<file path="config.mk">
export PLATFORM = sky130hd
export DESIGN_NAME = add_seq_ctrl_flat
export DESIGN_NICKNAME = d
export VERILOG_FILES = /design/src/rtl/add_seq_pkg.sv /design/src/rtl/add_seq_ctrl_if.sv /design/src/rtl/add4_slice.sv /design/src/rtl/add_seq_ctrl.sv /design/src/flat_wrapper.sv
export SDC_FILE = /design/constraint.sdc
export NUM_CORES = 1
export LEC_CHECK = 0
export CAP_MARGIN = 20
export CORE_ASPECT_RATIO = 0.6
export CORE_MARGIN = 2
export CORE_UTILIZATION = 54
export DETAILED_ROUTE_END_ITERATION = 6
export PLACE_DENSITY = 0.84
export SLEW_MARGIN = 15
export SYNTH_ARGS = -nofsm -noshare
export SYNTH_HDL_FRONTEND = slang
export SYNTH_SLANG_ARGS = --single-unit
</file>
<file path="constraint.sdc">
create_clock -name clk -period 8.86 [get_ports clk]
set_input_delay 1.329 -clock clk [delete_from_list [all_inputs] [get_ports clk]]
set_output_delay 1.329 -clock clk [all_outputs]
set_load 0.02 [all_outputs]
</file>
<file path="src/rtl/add_seq_pkg.sv">
// add_seq_pkg: shared state encoding and slice width for the nibble-serial add sequencer.
package add_seq_pkg;

  localparam logic [1:0] ST_IDLE = 2'd0;
  localparam logic [1:0] ST_RUN  = 2'd1;
  localparam logic [1:0] ST_DONE = 2'd2;

  localparam int SLICE_W = 4;

endpackage

</file>
<file path="src/rtl/add_seq_ctrl_if.sv">
// add_seq_ctrl_if: operand and result valid/ready bundle for add_seq_ctrl.
// The op signal exists only when ADD_SEQ_SUB_EN is defined.
interface add_seq_ctrl_if #(
  parameter int WIDTH = 16
);

  logic             in_valid;
  logic             in_ready;
  logic [WIDTH-1:0] a;
  logic [WIDTH-1:0] b;
  logic             cin;
`ifdef ADD_SEQ_SUB_EN
  logic             op;
`endif
  logic             out_valid;
  logic             out_ready;
  logic [WIDTH-1:0] sum;
  logic             cout;
  logic             busy;

`ifdef ADD_SEQ_SUB_EN
  modport master (output in_valid, a, b, cin, op, out_ready,
                  input  in_ready, out_valid, sum, cout, busy);
  modport slave  (input  in_valid, a, b, cin, op, out_ready,
                  output in_ready, out_valid, sum, cout, busy);
`else
  modport master (output in_valid, a, b, cin, out_ready,
                  input  in_ready, out_valid, sum, cout, busy);
  modport slave  (input  in_valid, a, b, cin, out_ready,
                  output in_ready, out_valid, sum, cout, busy);
`endif

endinterface

</file>
<file path="src/rtl/add4_slice.sv">
// add4_slice: combinational 4-bit ripple-carry adder, the one arithmetic slice the sequencer reuses.
module add4_slice
  import add_seq_pkg::*;
(
  input  logic [SLICE_W-1:0] a,
  input  logic [SLICE_W-1:0] b,
  input  logic               ci,
  output logic [SLICE_W-1:0] s,
  output logic               co
);

  logic [SLICE_W:0] c;

  always_comb begin
    c    = '0;
    s    = '0;
    c[0] = ci;
    for (int i = 0; i < SLICE_W; i++) begin
      s[i]   = a[i] ^ b[i] ^ c[i];
      c[i+1] = (a[i] & b[i]) | (c[i] & (a[i] ^ b[i]));
    end
    co = c[SLICE_W];
  end

endmodule

</file>
<file path="src/rtl/add_seq_ctrl.sv">
// add_seq_ctrl: WIDTH-bit adder that reuses one 4-bit slice, one nibble per clock, LSB first.
// Defining ADD_SEQ_SUB_EN adds the op port and a subtract mode (a - b, cout = no borrow).
module add_seq_ctrl
  import add_seq_pkg::*;
#(
  parameter int WIDTH = 16
) (
  input logic            clk,
  input logic            rst_n,
  add_seq_ctrl_if.slave  bus
);

  localparam int NSLICE = WIDTH / SLICE_W;
  localparam int IDX_W  = (NSLICE > 1) ? $clog2(NSLICE) : 1;
  localparam logic [IDX_W-1:0] IDX_LAST = IDX_W'(NSLICE - 1);

  logic [1:0]         state_q;
  logic [WIDTH-1:0]   a_q;
  logic [WIDTH-1:0]   b_q;
  logic [WIDTH-1:0]   sum_q;
  logic               carry_q;
  logic               cout_q;
  logic [IDX_W-1:0]   idx;
  logic [SLICE_W-1:0] a_nib;
  logic [SLICE_W-1:0] b_nib;
  logic [SLICE_W-1:0] s_nib;
  logic               co_nib;
  logic               accept;
  logic               carry_init;

  assign accept = bus.in_valid && (state_q == ST_IDLE);
  assign a_nib  = a_q[SLICE_W*idx +: SLICE_W];

`ifdef ADD_SEQ_SUB_EN
  logic op_q;

  // Subtract is a + ~b + 1: invert each b nibble and seed the carry chain with 1.
  assign b_nib      = op_q ? ~b_q[SLICE_W*idx +: SLICE_W] : b_q[SLICE_W*idx +: SLICE_W];
  assign carry_init = bus.op ? 1'b1 : bus.cin;

  always_ff @(posedge clk or negedge rst_n) begin
    if (!rst_n) begin
      op_q <= 1'b0;
    end else if (accept) begin
      op_q <= bus.op;
    end
  end
`else
  assign b_nib      = b_q[SLICE_W*idx +: SLICE_W];
  assign carry_init = bus.cin;
`endif

  add4_slice u_slice (
    .a  (a_nib),
    .b  (b_nib),
    .ci (carry_q),
    .s  (s_nib),
    .co (co_nib)
  );

  // Nibbles not yet reached keep their previous value; the result is only meaningful in DONE.
  always_ff @(posedge clk or negedge rst_n) begin
    if (!rst_n) begin
      state_q <= ST_IDLE;
      a_q     <= '0;
      b_q     <= '0;
      sum_q   <= '0;
      carry_q <= 1'b0;
      cout_q  <= 1'b0;
      idx     <= '0;
    end else begin
      case (state_q)
        ST_IDLE: begin
          if (accept) begin
            a_q     <= bus.a;
            b_q     <= bus.b;
            carry_q <= carry_init;
            idx     <= '0;
            state_q <= ST_RUN;
          end
        end
        ST_RUN: begin
          sum_q[SLICE_W*idx +: SLICE_W] <= s_nib;
          carry_q <= co_nib;
          if (idx == IDX_LAST) begin
            cout_q  <= co_nib;
            state_q <= ST_DONE;
          end else begin
            idx <= idx + 1'b1;
          end
        end
        ST_DONE: begin
          if (bus.out_ready) begin
            state_q <= ST_IDLE;
          end
        end
        default: state_q <= ST_IDLE;
      endcase
    end
  end

  assign bus.in_ready  = (state_q == ST_IDLE);
  assign bus.out_valid = (state_q == ST_DONE);
  assign bus.busy      = (state_q == ST_RUN) || (state_q == ST_DONE);
  assign bus.sum       = sum_q;
  assign bus.cout      = cout_q;

endmodule
</file>
<file path="src/flat_wrapper.sv">
// flat-port wrapper written by rule: the top's interface ports become plain ports
module add_seq_ctrl_flat import add_seq_pkg::*;
#(
  parameter int WIDTH = 16
)
  (clk, rst_n, bus_in_valid, bus_a, bus_b, bus_cin, bus_out_ready, bus_in_ready, bus_out_valid, bus_sum, bus_cout, bus_busy);
  add_seq_ctrl_if #(.WIDTH(WIDTH)) bus_i ();
  input logic clk;
  input logic rst_n;
  input wire logic [$bits(bus_i.in_valid)-1:0] bus_in_valid;
  input wire logic [$bits(bus_i.a)-1:0] bus_a;
  input wire logic [$bits(bus_i.b)-1:0] bus_b;
  input wire logic [$bits(bus_i.cin)-1:0] bus_cin;
  input wire logic [$bits(bus_i.out_ready)-1:0] bus_out_ready;
  output wire logic [$bits(bus_i.in_ready)-1:0] bus_in_ready;
  output wire logic [$bits(bus_i.out_valid)-1:0] bus_out_valid;
  output wire logic [$bits(bus_i.sum)-1:0] bus_sum;
  output wire logic [$bits(bus_i.cout)-1:0] bus_cout;
  output wire logic [$bits(bus_i.busy)-1:0] bus_busy;
  assign bus_i.in_valid = bus_in_valid;
  assign bus_i.a = bus_a;
  assign bus_i.b = bus_b;
  assign bus_i.cin = bus_cin;
  assign bus_i.out_ready = bus_out_ready;
  assign bus_in_ready = bus_i.in_ready;
  assign bus_out_valid = bus_i.out_valid;
  assign bus_sum = bus_i.sum;
  assign bus_cout = bus_i.cout;
  assign bus_busy = bus_i.busy;
  add_seq_ctrl #(.WIDTH(WIDTH)) u_core (.clk(clk), .rst_n(rst_n), .bus(bus_i));
endmodule
</file>
# Word-level counts from Yosys, hierarchy flattened

Cells that the tools add are included.

Flip-flop bits (word level): 54
Logic and storage cells: 59
Output and inout port bits: 20

Reductions and logical operators: 9
Equal/unequal tests: 7
Bitwise operators: 20
Mux-type cells: 10
$add $sub $neg: 2
Shift-type cells: 4

Operators by type and width:

| kind                                                  | number |
|---|---|
| negation 4 -> 34 bit                                  | 1 |
| variable shift 4 x 34 -> 16 bit, first input constant | 1 |
| variable part select 4 x 34 -> 16 bit                 | 1 |
| variable part select 16 x 5 -> 4 bit                  | 2 |
| bitwise mux 16 bit                                    | 1 |
| two-way mux 2 bit                                     | 5 |
| AND 1 bit                                             | 8 |
| bitwise XOR 1 bit                                     | 8 |
| one-hot mux 2 bit (3 select lines)                    | 1 |
| AND reduction 2 bit                                   | 3 |
| AND reduction 3 bit                                   | 2 |
| == test 2 bit, second input constant                  | 2 |
| != test 2 x 1 -> 1 bit, second input constant         | 2 |
| != test 2 bit, second input constant                  | 2 |
| bitwise OR 1 bit                                      | 4 |
| one-hot mux 2 bit (2 select lines)                    | 1 |
| adder 2 x 1 -> 2 bit, second input constant           | 1 |
| == test 2 x 1 -> 1 bit, second input constant         | 1 |
| logical NOT 2 bit                                     | 1 |
| one-hot mux 1 bit (2 select lines)                    | 1 |
| nonzero test 2 bit                                    | 1 |
| logical AND 1 bit                                     | 1 |
| logical OR 1 bit                                      | 1 |
| two-way mux 1 bit                                     | 1 |

# Depth between registers and ports, before layout

Word-level depth: 11
Gate-level depth with buffers: 9
Depth with buffers taken out: 7

# Modules after synthesis

A second synthesis with hierarchy kept.

Cells, all modules: 188
Area total of the unflattened synthesis: 2,742.6 um2

By module, submodules not included:

| module       | area each (um2) | times used | cells an instance |
|---|---|---|---|
| add_seq_ctrl | 2,625.0         | 1          | 174 |
| add4_slice   | 117.6           | 1          | 14 |

# Worst setup path before layout

No wires, ideal clock.

Path kind: register to register
Start point: reg u_core.idx[0]
End point: reg u_core.sum_q[7] (netlist: u_core.bus.sum[7])
Buffers on the path: 2
Data arrival time: 3.062 ns
Cell stages (with the launch flop): 10
Clock period less this slack: 3.145 ns
Setup time: 0.083 ns
Slack: 5.715 ns
Required time: 8.777 ns
Cell sequence: dfrtp_1 buf_6 buf_12 mux4_2 fa_1 fa_1 fa_1 fa_1 nand3_1 o21ai_0

Longest elaborated chain between the ends: 11
Elaborated cells between the ends (all ways): 23
Those cells by class: add/sub (1); shift (4); mux (1); bitwise (17)

Ends and longest elaborated chain:

| what                                                           | RTL line                               | source |
|---|---|---|
| from (decl)                                                    | add_seq_ctrl.sv:23                     | `logic [IDX_W-1:0] idx;` |
| from (signal assigned)                                         | add_seq_ctrl.sv:89                     | `idx <= idx + 1'b1;` |
| variable part select 16 x 5 -> 4 bit, on equally long branches | add_seq_ctrl.sv:32, add_seq_ctrl.sv:49 |  |
| bitwise XOR 1 bit                                              | add4_slice.sv:19, add4_slice.sv:20     |  |
| AND 1 bit                                                      | add4_slice.sv:20                       | `c[i+1] = (a[i] & b[i]) \| (c[i] & (a[i] ^ b[i]));` |
| bitwise OR 1 bit                                               | add4_slice.sv:20                       |  |
| AND 1 bit                                                      | add4_slice.sv:20                       |  |
| bitwise OR 1 bit                                               | add4_slice.sv:20                       |  |
| AND 1 bit                                                      | add4_slice.sv:20                       |  |
| bitwise OR 1 bit                                               | add4_slice.sv:20                       |  |
| bitwise XOR 1 bit                                              | add4_slice.sv:19                       | `s[i] = a[i] ^ b[i] ^ c[i];` |
| variable part select 4 x 34 -> 16 bit                          | add_seq_ctrl.sv:83                     | `sum_q[SLICE_W*idx +: SLICE_W] <= s_nib;` |
| bitwise mux 16 bit *                                           | add_seq_ctrl.sv:83                     |  |
| to (signal, indexed assignment)                                | add_seq_ctrl.sv:83                     |  |
| to (decl)                                                      | add_seq_ctrl.sv:20                     | `logic [WIDTH-1:0] sum_q;` |

Mark *: on every way between the ends. The rest lies on a longest branch, timed or not.
A chain may end at the register's enable or synchronous reset.

# Worst setup path after layout

Ends and elaborated chain as after synthesis.

==> key figures <==
Status
  • Outcome: complete, no violations

Finish
  • Final #Nets: 305
  • Layout cells sized above 1: ~20%
  • Post-layout util: between 70% and 80%
  • Most frequent cells in the layout: clkdlybuf4s50_1, dfrtp_1, nand2_1, mux2_2, o21ai_0
  • Final cell count without fillers: around 320
  • Antenna diodes: 0
  • Most common cell after layout, fill and taps aside: clkdlybuf4s50_1
  • P&R area growth vs syn: 25.11%

Global routing
  • Initial antenna violation count: 0
  • GRT overflow: 0
  • Vias in the first global route: between 1.5k and 2k
  • Largest net degree at the start of global routing: between 50 and 60
  • All-Layer GR Usage: 19.15%
  • Global-route wire length before repair: 7.914 mm

Pwr
  • Part of the power in the clock network: between 10% and 20%
  • Sw Share: roughly two fifths
  • Max IR drop VDD: between 0.15 and 0.2 mV
  • Tot Pwr: 1.229 mW
  • Power density over the cells: approximately 370 nW/um^2
  • P_leak: 1.363 nW
  • NetSw: around 480 uW
  • Combinational power share: a little over half
  • Int Power: 751.8 uW
  • Sequential share of power: a little over a third

Detailed routing
  • # DRC: 0
  • Wire per inst: ~15 microns
  • Final wirelength: 4.706 mm
  • Avg Vias per Cell: ~5.3
  • Post-route ant nets: 0
  • Via Count: around 1.7k
  • First-pass DRT Iterations: 4
  • 1st-iter DRT viols: 31

CTS
  • H-Tree Depth: 2
  • Hold_buf cts: 0
  • Clock Tree Root: clkbuf_8
  • Clock buffer depth: 2
  • Total clock sinks: between 50 and 60
  • CTS Buf Count: 5
  • Setup Buffers After CTS: 0
  • Clk pin slew, worst setup/hold paths: roughly 0.09 ns
  • Post_cts resized: 0
  • CTS tree: built
  • Clock Latency Late Sink: 0.30 ns

Setup path
  • Startpoint Class: register
  • Crit Path Class: reg -> reg
  • Worst reg2reg path depth: 7
  • CP Max Fanout: 19
  • CP Capture Type: register
  • Crit path required time: between 9 and 10 ns
  • CP Data Arrival Time: ~3.9 ns

Floorplanning
  • FP Rows: 19
  • Core area: roughly 4600 sq um
  • Starting Density: a little under three fifths
  • Die footprint: between 5000 and 6000 sq um
  • Ports: 57
  • Die X: approximately 94 microns
  • Height of the die: 57.97 microns

Logic synthesis
  • Avg Synthesized Cell Area: between 10 and 15 sq um
  • Post-synth top area share: between 50% and 60%
  • Distinct cells, synth: 26
  • Seq cells post-synth: 54
  • Area contributors post-synth: dfrtp_1, mux2_2, mux4_1
  • Syn_nets: roughly 250
  • Gate count after technology mapping: between 150 and 200
  • Yosys Warn Count: 0
  • Post-Syn Area: ~2600 sq um
  • Post-synthesis sequential area ratio: 51.55%
  • Leading area contributor after synthesis: dfrtp_1

Placed design
  • Pre-CTS WS: between 5 and 6 ns
  • Port Buffers: 56
  • Placer's final routability congestion estimate: between 0.7 and 0.8
  • Hpwl dp: about 3.3 mm
  • Dpl cells: 311

Hold path
  • Hold Crit Depth: 2
  • Worst hold-check path type: reg -> reg

Timing
  • RSZ-0062 raised after global routing: no
  • Max-slew violation count: 0
  • Worst-margin pin slew: between 0.8 and 0.9 ns
  • Worst slew margin: 43.13%
  • Final clock skew: roughly 0.0044 ns
  • Setup TNS: 0 ns
  • Endpoints failing setup: 0
  • Maximum clock frequency: around 0.27 GHz
  • Tmin final: between 3 and 4 ns
  • Final cycle utilization of the critical path: between 40% and 50%
  • Final setup margin: ~5.2 ns
  • Final Hold Fails: 0

Job
  • Max_cap viols: 0
## layer usage
metal  share of wire [%]  track usage, %
met5                   0               0
met3                 4.5           4.811
met4                0.74           4.555
met1                  48           26.53
met2                  46           31.22
## synth_stat cells
| cell type | instances |
|---|---|
| nor3b_4 | 1 |
| inv_1 | 5 |
| mux4_2 | 3 |
| buf_12 | 1 |
| nand2_1 | 35 |
| o21ai_0 | 18 |
| mux2_1 | 2 |
| nor2b_1 | 3 |
| a22o_2 | 1 |
| o2bb2ai_1 | 1 |
| o211ai_1 | 2 |
| ha_1 | 9 |
| a31oi_1 | 3 |
| buf_6 | 4 |
| nand2b_1 | 2 |
| or2_2 | 1 |
| mux4_1 | 5 |
| nand2_2 | 1 |
| nor3b_2 | 2 |
| a22oi_1 | 1 |
| mux2_2 | 32 |
| nand3_1 | 5 |
| buf_2 | 2 |
| fa_1 | 4 |
| nand3b_1 | 1 |
| dfrtp_1 | 54 |
## through the flow
step | instance area, sq um | hold slack (ns)
after floorplan | 2621 | 0.4555
after global placement | 3188 | 0.4652
after detailed placement | 3188 | 0.4731
after CTS | 3279 | 0.4934
after global routing | 3279 | 0.5096
final | 3279 | 0.4869
## final cells by class
cell class | instances | area [sq um]
clock buffers | 7 | 86.33
clock inverters | 1 | 5.005
fillers | 332 | 1333
inverters | 5 | 18.77
multi-input cells | 132 | 1176
flip-flops and latches | 54 | 1351
well taps | 63 | 78.83
repair buffers | 57 | 563.0
## sequential cells by signal (all words and copies together) (netlist names)
name	count
u_core.a_q	16
u_core.b_q	16
u_core.bus.sum	16
u_core.idx	2
u_core.state_q	2
u_core.bus.cout	1
u_core.carry_q	1
## cells by family after synthesis
logic type,after synthesis,synth area share [%]
flops,54,51.55
simple gates,51,9.595
mux,42,22.20
compound gates,26,5.728
fa+ha+maj,13,7.351
buf+inv,12,3.580
## critical path, cell delays in order (launching register included)
cell,delay [ns]
dfrtp_1,0.91
mux4_2,0.63
fa_1,0.42
fa_1,0.39
fa_1,0.39
fa_1,0.58
nand3_1,0.10
o21ai_0,0.15
## final timing paths
check,from,end,slack (ns)
hold reg to reg,u_core.bus.sum[2],u_core.bus.sum[2],0.49
min in group asynchronous,rst_n,u_core.state_q[1],1.12
max in group asynchronous,rst_n,u_core.b_q[1],7.29
setup / recovery,u_core.idx[0],u_core.bus.sum[7],5.21
setup reg to reg,u_core.idx[0],u_core.bus.sum[7],5.21
hold / removal,u_core.bus.sum[2],u_core.bus.sum[2],0.49
## power by group through the flow
stage / combinational (mW) / sequential [mW] / clock, mW
floorplan: 0.478 / 0.432 / 0
global placement: 0.634 / 0.438 / 0
detailed placement: 0.654 / 0.442 / 0
CTS: 0.656 / 0.439 / 0.144
global route: 0.707 / 0.454 / 0.155
finish: 0.650 / 0.438 / 0.141
Note: power is estimated with default switching activity, not from simulation.
